**config.mk**
```make
export PLATFORM = sky130hd
export DESIGN_NAME = mv_pwm_driver
export DESIGN_NICKNAME = d
export VERILOG_FILES = /design/src/rtl/mv_pwm_pkg.sv /design/src/rtl/mv_pwm_driver_mv_scaler.sv /design/src/rtl/mv_pwm_driver.sv
export SDC_FILE = /design/constraint.sdc
export NUM_CORES = 1
export LEC_CHECK = 0
export ABC_AREA = 1
export BUFFER_PORTS_ARGS = -buffer_cell sky130_fd_sc_hd__buf_2
export CORE_MARGIN = 5
export CORE_UTILIZATION = 59
export CTS_BUF_LIST = sky130_fd_sc_hd__clkbuf_16
export CTS_CLUSTER_SIZE = 16
export DETAILED_ROUTE_END_ITERATION = 8
export PLACE_DENSITY = 0.92
export SLEW_MARGIN = 40
export SYNTH_ARGS = -nofsm -noshare
export SYNTH_HDL_FRONTEND = slang
export SYNTH_SLANG_ARGS = --single-unit
```
**constraint.sdc**
```tcl
create_clock -name clk -period 3.6 [get_ports clk]
set_input_delay 0 -clock clk [delete_from_list [all_inputs] [get_ports clk]]
set_output_delay 0 -clock clk [all_outputs]
set_load 0.02 [all_outputs]
```
**src/rtl/mv_pwm_pkg.sv**
```systemverilog
// Shared definitions for the MV-to-PWM driver.
//   state_t          : 2-bit driver state encoding (IDLE=0, RUN=1, HOLD=2, FAULT=3)
//   PWM_W_DEF        : default PWM counter / duty width
//   MV_SHIFT_DEF     : default right shift applied to |MV|
//   FAULT_LIMIT_DEF  : default number of consecutive overflowed samples that trips FAULT
package mv_pwm_pkg;

    typedef enum logic [1:0] {
        ST_IDLE  = 2'd0,
        ST_RUN   = 2'd1,
        ST_HOLD  = 2'd2,
        ST_FAULT = 2'd3
    } state_t;

    localparam int PWM_W_DEF       = 10;
    localparam int MV_SHIFT_DEF    = 8;
    localparam int FAULT_LIMIT_DEF = 4;

endpackage

```
**src/rtl/mv_pwm_driver_mv_scaler.sv**
```systemverilog
// mv_scaler: combinational magnitude scaling of the PID manipulation value.
//   mv          : signed 32-bit manipulation value
//   mag_clamped : (|mv| >> MV_SHIFT) clamped to 2^PWM_W-1
//   sat         : 1 when the clamp was applied
module mv_scaler
    import mv_pwm_pkg::*;
#(
    parameter int PWM_W    = PWM_W_DEF,
    parameter int MV_SHIFT = MV_SHIFT_DEF
) (
    input  logic signed [31:0]      mv,
    output logic        [PWM_W-1:0] mag_clamped,
    output logic                    sat
);

    localparam logic [31:0] MAG_LIMIT = 32'((64'd1 << PWM_W) - 64'd1);

    // Unsigned result so that the most negative input maps to 2^31.
    function automatic logic [31:0] abs_mag(input logic signed [31:0] v);
        logic [31:0] u;
        u = v;
        return v[31] ? (~u + 32'd1) : u;
    endfunction

    function automatic logic clamp_hit(input logic [31:0] m);
        return m > MAG_LIMIT;
    endfunction

    function automatic logic [PWM_W-1:0] clamp_mag(input logic [31:0] m);
        return clamp_hit(m) ? MAG_LIMIT[PWM_W-1:0] : m[PWM_W-1:0];
    endfunction

    logic [31:0] mag_shifted;

    always_comb begin
        mag_shifted = abs_mag(mv) >> MV_SHIFT;
        mag_clamped = clamp_mag(mag_shifted);
        sat         = clamp_hit(mag_shifted);
    end

endmodule

```
**src/rtl/mv_pwm_driver.sv**
```systemverilog
// mv_pwm_driver: converts the PID manipulation value into a sign/magnitude PWM drive.
//   clk, rst     : clock and synchronous active-low reset
//   en           : run enable
//   mv, of       : signed manipulation value and PID overflow flags, used only at the sample point
//   fault_clr    : leaves FAULT towards IDLE
//   pwm, dir     : PWM drive and direction (1 = negative MV)
//   duty         : currently applied duty
//   period_start : high while cnt==0 in RUN or HOLD
//   sat          : applied duty came from a clamped sample
//   fault        : high in FAULT
//   state        : IDLE=0, RUN=1, HOLD=2, FAULT=3
module mv_pwm_driver
    import mv_pwm_pkg::*;
#(
    parameter int PWM_W       = PWM_W_DEF,
    parameter int MV_SHIFT    = MV_SHIFT_DEF,
    parameter int FAULT_LIMIT = FAULT_LIMIT_DEF
) (
    input  logic                    clk,
    input  logic                    rst,
    input  logic                    en,
    input  logic signed [31:0]      mv,
    input  logic        [2:0]       of,
    input  logic                    fault_clr,
    output logic                    pwm,
    output logic                    dir,
    output logic        [PWM_W-1:0] duty,
    output logic                    period_start,
    output logic                    sat,
    output logic                    fault,
    output logic        [1:0]       state
);

    localparam logic [PWM_W-1:0] CNT_MAX = {PWM_W{1'b1}};
    localparam logic [PWM_W-1:0] CNT_ONE = 1;

    state_t           st;
    logic [PWM_W-1:0] cnt;
    logic [3:0]       ovf_cnt;

    logic [PWM_W-1:0] mag_clamped;
    logic             mv_sat;
    logic             active;
    logic             sample_pt;
    logic             bad_sample;
    logic [4:0]       ovf_inc;
    logic             trip;

    mv_scaler #(
        .PWM_W    (PWM_W),
        .MV_SHIFT (MV_SHIFT)
    ) u_scaler (
        .mv          (mv),
        .mag_clamped (mag_clamped),
        .sat         (mv_sat)
    );

    always_comb begin
        active     = (st == ST_RUN) || (st == ST_HOLD);
        sample_pt  = active && (cnt == CNT_MAX);
        bad_sample = (of != 3'b000);
        ovf_inc    = {1'b0, ovf_cnt} + 5'd1;
        // A tripping sample outranks en=0 in the same cycle.
        trip       = sample_pt && bad_sample && (ovf_inc >= 5'(FAULT_LIMIT));
    end

    always_ff @(posedge clk) begin
        if (!rst) begin
            st      <= ST_IDLE;
            cnt     <= '0;
            duty    <= '0;
            dir     <= 1'b0;
            sat     <= 1'b0;
            ovf_cnt <= '0;
        end else begin
            case (st)
                ST_IDLE: begin
                    cnt  <= '0;
                    duty <= '0;
                    if (en) st <= ST_RUN;
                end
                ST_RUN, ST_HOLD: begin
                    if (trip) begin
                        st      <= ST_FAULT;
                        cnt     <= '0;
                        duty    <= '0;
                        dir     <= 1'b0;
                        sat     <= 1'b0;
                        ovf_cnt <= '0;
                    end else if (!en) begin
                        st      <= ST_IDLE;
                        cnt     <= '0;
                        duty    <= '0;
                        dir     <= 1'b0;
                        sat     <= 1'b0;
                        ovf_cnt <= '0;
                    end else begin
                        // Loading at cnt==max makes the new duty take effect exactly at cnt==0.
                        cnt <= cnt + CNT_ONE;
                        if (sample_pt) begin
                            if (!bad_sample) begin
                                duty    <= mag_clamped;
                                dir     <= mv[31];
                                sat     <= mv_sat;
                                ovf_cnt <= '0;
                                st      <= ST_RUN;
                            end else begin
                                ovf_cnt <= ovf_inc[3:0];
                                st      <= ST_HOLD;
                            end
                        end
                    end
                end
                ST_FAULT: begin
                    cnt <= '0;
                    if (fault_clr) st <= ST_IDLE;
                end
                default: st <= ST_IDLE;
            endcase
        end
    end

    assign pwm          = active && (cnt < duty);
    assign period_start = active && (cnt == '0);
    assign fault        = (st == ST_FAULT);
    assign state        = st;

endmodule

```
After elaboration in Yosys (flattened, before gate mapping)
Cells that the tools add are included.
{ "totals": {"output_inout_bits": 17, "register_bits": 28, "input_bits": 39} }
{ "op_classes": {"n_mux": 29, "reduce_logical": 16, "n_lt_le_gt_ge": 3, "add_sub_neg": 3, "bitwise_logic": 1, "eq_ne": 10} }
{ "op_table": {"columns": ["cell", "n"], "rows": [
  ["$mux 10", 7],
  ["$pmux 10 s2", 2],
  ["$add 32x1->32 const B", 1],
  ["$mux 32", 1],
  ["$not 32->32", 1],
  ["$gt 24x10->1 const B", 1],
  ["$mux 4", 4],
  ["$mux 2", 6],
  ["$add 10x1->10 const B", 1],
  ["$eq 10x10->1 const B", 1],
  ["$logic_not 10->1", 1],
  ["$lt 10x10->1", 1],
  ["$reduce_and 3->1", 3],
  ["$mux 1", 8],
  ["$ne 4x4->1 const B", 2],
  ["$pmux 2 s3", 1],
  ["$add 4x1->5 const B", 1],
  ["$ge 5x3->1 const B", 1],
  ["$logic_and 1x1->1", 5],
  ["$eq 2x2->1 const B", 2],
  ["$ne 2x2->1 const B", 2],
  ["$reduce_or 2->1", 2],
  ["$ne 3x1->1 const B", 1],
  ["$ne 3x2->1 const B", 1],
  ["6 further kinds", 6]
]} }

Logic depth before layout (Yosys ltp)
{ "depth": {"ltp_word": 10, "ltp_mapped": 15, "ltp_nobuf": 14} }

Hierarchy
From an unflattened synthesis, not the netlist that was laid out.
{ "hier_totals": {"hier_cells": 503, "hier_area_um2": 3041.7} }
{ "modules_own_cells": {"columns": ["mod", "n_inst", "cells_each", "area_per_inst_um2"], "rows": [
  ["mv_pwm_driver", 1, 267, 1845.5],
  ["mv_scaler", 1, 236, 1196.1]
]} }

Worst setup path after synthesis
No wires, ideal clock.
{ "synth_timing": {"path_kind": "register to register", "from": "register st[0] (netlist: state[0])", "to": "register duty[3]", "arrival_ps": 1854, "setup_slack_ps": 1675, "required_ps": 3530, "period_less_slack_ps": 1925, "path_stages_with_launch": 12, "setup_time_ps": 70, "cell_sequence": "dfxtp_1 -> inv_1 -> ha_1 -> buf_2 -> inv_1 -> nor3_1 -> a21oi_1 -> nand2_1 -> nand2_2 -> buf_2 -> nand2_1 -> a21oi_1"} }
{ "synth_via": {"elab_chain_len": 7, "word_cells_on_any_way": 14, "cone_classes": "eq/ne (4); mux (2); reduce/logical (8)"} }
{ "synth_rtl": {"columns": ["item", "line_no", "text"], "rows": [
  ["start, declared", "mv_pwm_driver.sv:37", "state_t st;"],
  ["start signal, assigned", "mv_pwm_driver.sv:69", "st <= ST_IDLE;"],
  ["start signal, assigned", "mv_pwm_driver.sv:80", "if (en) st <= ST_RUN;"],
  ["start signal, assigned", "mv_pwm_driver.sv:84", "st <= ST_FAULT;"],
  ["$eq 2x1->1 or $eq 2x2->1 (tied branches)", "mv_pwm_driver.sv:59, mv_pwm_driver.sv:76", null],
  ["$logic_or 1x1->1", "mv_pwm_driver.sv:59", "active = (st == ST_RUN) || (st == ST_HOLD);"],
  ["$logic_and 1x1->1", "mv_pwm_driver.sv:60", "sample_pt = active && (cnt == CNT_MAX);"],
  ["$logic_and 1x1->1 (2 in series)", "mv_pwm_driver.sv:64", "trip = sample_pt && bad_sample && (ovf_inc >= 5'(FAULT_LIMIT));"],
  ["$ne 4x4->1 (no source line) or $mux 10 (tied branches)", null, null],
  ["$reduce_and 3->1 (no source line) or $pmux 10 s2 (tied branches)", null, null],
  ["end signal, assigned", "mv_pwm_driver.sv:102", "duty <= mag_clamped;"],
  ["end, declared", "mv_pwm_driver.sv:27", "output logic [PWM_W-1:0] duty,"]
]} }
Several ways; a longest one is shown, not always the timed one.
A chain may end at the register's enable or synchronous reset.

Worst setup path in the final report
{ "layout_timing": {"from": "register cnt[1]", "to": "register duty[8]"} }
{ "layout_via": {"elab_chain_len": 6, "word_cells_on_any_way": 9, "cone_classes": "eq/ne (3); mux (2); reduce/logical (4)"} }
{ "layout_rtl": {"columns": ["item", "line_no", "text"], "rows": [
  ["start, declared", "mv_pwm_driver.sv:38", "logic [PWM_W-1:0] cnt;"],
  ["start signal, assigned", "mv_pwm_driver.sv:99", "cnt <= cnt + CNT_ONE;"],
  ["$eq 10x10->1 (*)", "mv_pwm_driver.sv:60", null],
  ["$logic_and 1x1->1 (*)", "mv_pwm_driver.sv:60", null],
  ["$logic_and 1x1->1 (2 in series)", "mv_pwm_driver.sv:64", null],
  ["$ne 4x4->1 (no source line) or $mux 10 (tied branches)", null, null],
  ["$reduce_and 3->1 (no source line) or $pmux 10 s2 (tied branches)", null, null]
]} }
Every way passes the cells marked *; elsewhere a longest branch is shown, timed or not.

==> results.toml <==
[synthesis]
post-synth-top-area-fraction_pct = 22.3
dominantRegCellSynth = "dfxtp_1"
syn-num-nets = 473
ys_ff_latch = 28
syn_avg_cell_area_um2 = 6.04
netlist_instances = 417
synth_warnings = 0
synth_area_mm2 = 0.00252
synth_area_leaders = "dfxtp_1 22%, nand2_1 16%, inv_1 9.2%, ha_1 8.4%, nand3_1 8.2%"
synth-async-reset-ratio_pct = 0
synth_edf_count = 0
synth_top_cell_by_area = "dfxtp_1"
synth_commonest_cells = "106 x nand2_1, 62 x inv_1, 48 x nor2_1, 41 x nand3_1, 28 x dfxtp_1"
synth.distinct_cells = 31
yosysMostFrequentCell = "nand2_1"
yosysSeqAreaShare_pct = 22.3

[die]
top_level_ports = 56
initial_core_util_pct = 62.0
num_rows = 23
dieWidth_um = 75.3
die_y_um = 75.3
core_mm2 = 0.00406
dieArea_mm2 = 0.00567

[detailed_routing]
wl_per_cell_um = 12.3
wirelength_um = 6400
routed_via_density = 5.36
vias = 2779
drt_drc_violations_left = 0
ant_nets = 0
drt-initial-drc-count = 238
drtPass1Iterations = 4

[pwr]
p_per_area_mw_per_mm2 = 482
pwr-share-comb_pct = 46.6
finalPower_uw = 1400
p_sw_uw = 597
vdd_drop_max_mv = 0.554
seqPwrFrac_pct = 29.7
swShare_pct = 42.5
p_clk_share_pct = 23.7
cellInternalPower_uw = 808
cellLeakagePower_uw = 0.00140

[sta]
hold_viol = 0
skew_ps = 4.74
fmax_ghz = 0.451
fin_tns_setup_ps = 0
whs_ps = 35.9
setup_viol = 0
tightest_slew_ps = 530
timing.final.crit_period_ps = 2220
relSlewSlack_pct = 64.7
fin_crit_sh_pct = 61.6
rsz0062_at_grt = "false"
report.final.slew_viol_count = 0
finalWorstSetupSlack_ps = 1380

[clock_network]
ctsResizeCount = 0
cts-hold-fix-buffers = 0
clockRootBuffer = "clkbuf_16"
clk_latency_ps = 270
clk_path_buf_depth = 2
cts_tree = "built"
postCtsSetupBuffers = 0
clk_pin_slew_ps = 70
h-tree-depth = 1
numCtsBuffers = 3
cts_sinks = 28

[setup_path]
start_kind = "flop"
slowest_delay_ps = 370
critPathKind = "reg -> reg"
cp.arrival_ps = 2410
cp_top_family = "simple AND/OR/NAND/NOR gates"
worstPathCellList = "ha_1 > nand3_1 > nor3_4 > nand3_2 > inv_2 > nand4_1 > nand3_1 > nand2_1 > inv_2 > nand2_2 > nor2_8 > nand2_1 > a21oi_1"
end_kind = "flop"
critPathBufInv = 2
cp.required_ps = 3800
r2r_slack_ps = 1380
r2r_start = "cnt[1]$_SDFF_PP0_"
rr_endpoint = "duty[8]$_SDFFE_PN0P_"
worstRegToRegCells = 13
slowest_stage = "dfxtp_1"
path_max_fanout = 11

[global_route]
overflow = 0
antenna_found_initial = 0
use_met3_pct = 6.46
grt_pass1_vias = 2657
grt_first_pass_wirelength_um = 10900
gr-usage-met2_pct = 41.5
top_usage_layer = "met2"
use_met1_pct = 29.4
grtUsageTotal_pct = 24.4
grt_max_degree = 32

[place]
dp_hpwl_um = 5010
gp_congestion = 0.896
pre_cts_ws_ps = 1450
port_buffers = 55

[worst_hold_path]
hold_path_class = "in -> reg"
min_to = "state[1]$_SDFFE_PN0P_"
hp-start = "rst"
holdPathStages = 3

[layout]
num_antenna_cells = 0
syn_to_final_growth_pct = 15.8
drive_gt1_share_pct = 17.7
final_net_count = 525
nFillCells = 338

[run]
maxCapViolCount = 0

[status]
status = "complete, no violations"
-- worst min-delay path, stage by stage --
cell,delay (ps)
buf_2,140
o21ai_0,80
a21oi_1,40
-- worst max-delay path by stage --
stage	startpoint	endpoint	slack, ps	depth (start not counted)
5_1_grt	cnt[0]$_SDFF_PP0_	duty[8]$_SDFFE_PN0P_	1130	13
3_5_place_dp	cnt[0]$_SDFF_PP0_	duty[8]$_SDFFE_PN0P_	1450	13
3_3_place_gp	state[0]$_SDFFE_PN0P_	duty[0]$_SDFFE_PN0P_	1640	10
4_1_cts	cnt[0]$_SDFF_PP0_	duty[8]$_SDFFE_PN0P_	1410	13
6_report	cnt[1]$_SDFF_PP0_	duty[8]$_SDFFE_PN0P_	1380	13
2_1_floorplan	state[0]$_SDFFE_PN0P_	duty[3]$_SDFFE_PN0P_	1680	11
-- per-stage QoR --
stage / util, % / cells / area, µm²
6_report: 71.8 / 518 / 2920
5_1_grt: 71.8 / 518 / 2920
4_1_cts: 71.8 / 518 / 2920
3_5_place_dp: 69.3 / 514 / 2810
3_3_place_gp: 69.3 / 514 / 2810
2_1_floorplan: - / 417 / 2520
-- registers in the layout (all words and copies together) (netlist names) --
| register | count |
|---|---|
| state | 2 |
| sat | 1 |
| duty | 10 |
| cnt | 10 |
| dir | 1 |
| ovf_cnt | 4 |
-- kinds of logic after synthesis --
group / Yosys count / synth area share (%)
adders and majority gates: 17 / 8.45
and+or+nand+nor: 236 / 42.7
AOI/OAI and AO/OA: 46 / 9.54
buffers and inverters: 75 / 11.8
DFF: 28 / 22.3
xor gates and xnor gates: 15 / 5.22
-- per-layer routing --
layer | part of all wire (%) | up-vias
met1 | 42 | 1238
met4 | 2.1 | 0
met2 | 50 | 95
li1 | - | 1426
met3 | 6.4 | 20
met5 | 0 | -
-- placed cells by master, fill, tap and decap left out, types with 2 or more instances in the layout --
master / netlist / layout
xor2_1: 9 / 9
ha_1: 17 / 17
buf_2: 3 / 55
inv_1: 62 / 62
inv_2: 5 / 5
nor3_1: 9 / 9
nor2_4: 3 / 3
clkbuf_16: 0 / 3
o21ai_0: 11 / 11
xnor2_1: 6 / 6
nand2_1: 106 / 106
nor2_2: 5 / 5
o21ai_1: 8 / 8
nor2_1: 48 / 48
a21oi_1: 23 / 23
nand3_2: 2 / 2
nand2_2: 6 / 6
dfxtp_1: 28 / 28
nand4_1: 11 / 11
nand3_1: 41 / 41
-- layout make-up --
class                      count  area [µm²]  area share (%)
inverter                      67         251            8.63
multi-input combinational    314        1660            57.0
sequential                    28         561            19.2
clock buffer                   3        75.1            2.58
timing repair buffer          55         275            9.44
tap                           50        62.6            2.15
clock inverter                 1        30.0            1.03
-- power by group through the flow --
stage / clock, µW / combinational (µW) / sequential (µW)
final: 333 / 655 / 417
after global placement: 0 / 623 / 418
after detailed placement: 0 / 644 / 422
after global routing: 351 / 742 / 423
after floorplan: 0 / 422 / 465
after CTS: 335 / 653 / 415
Power figures use the tool's default switching activity.
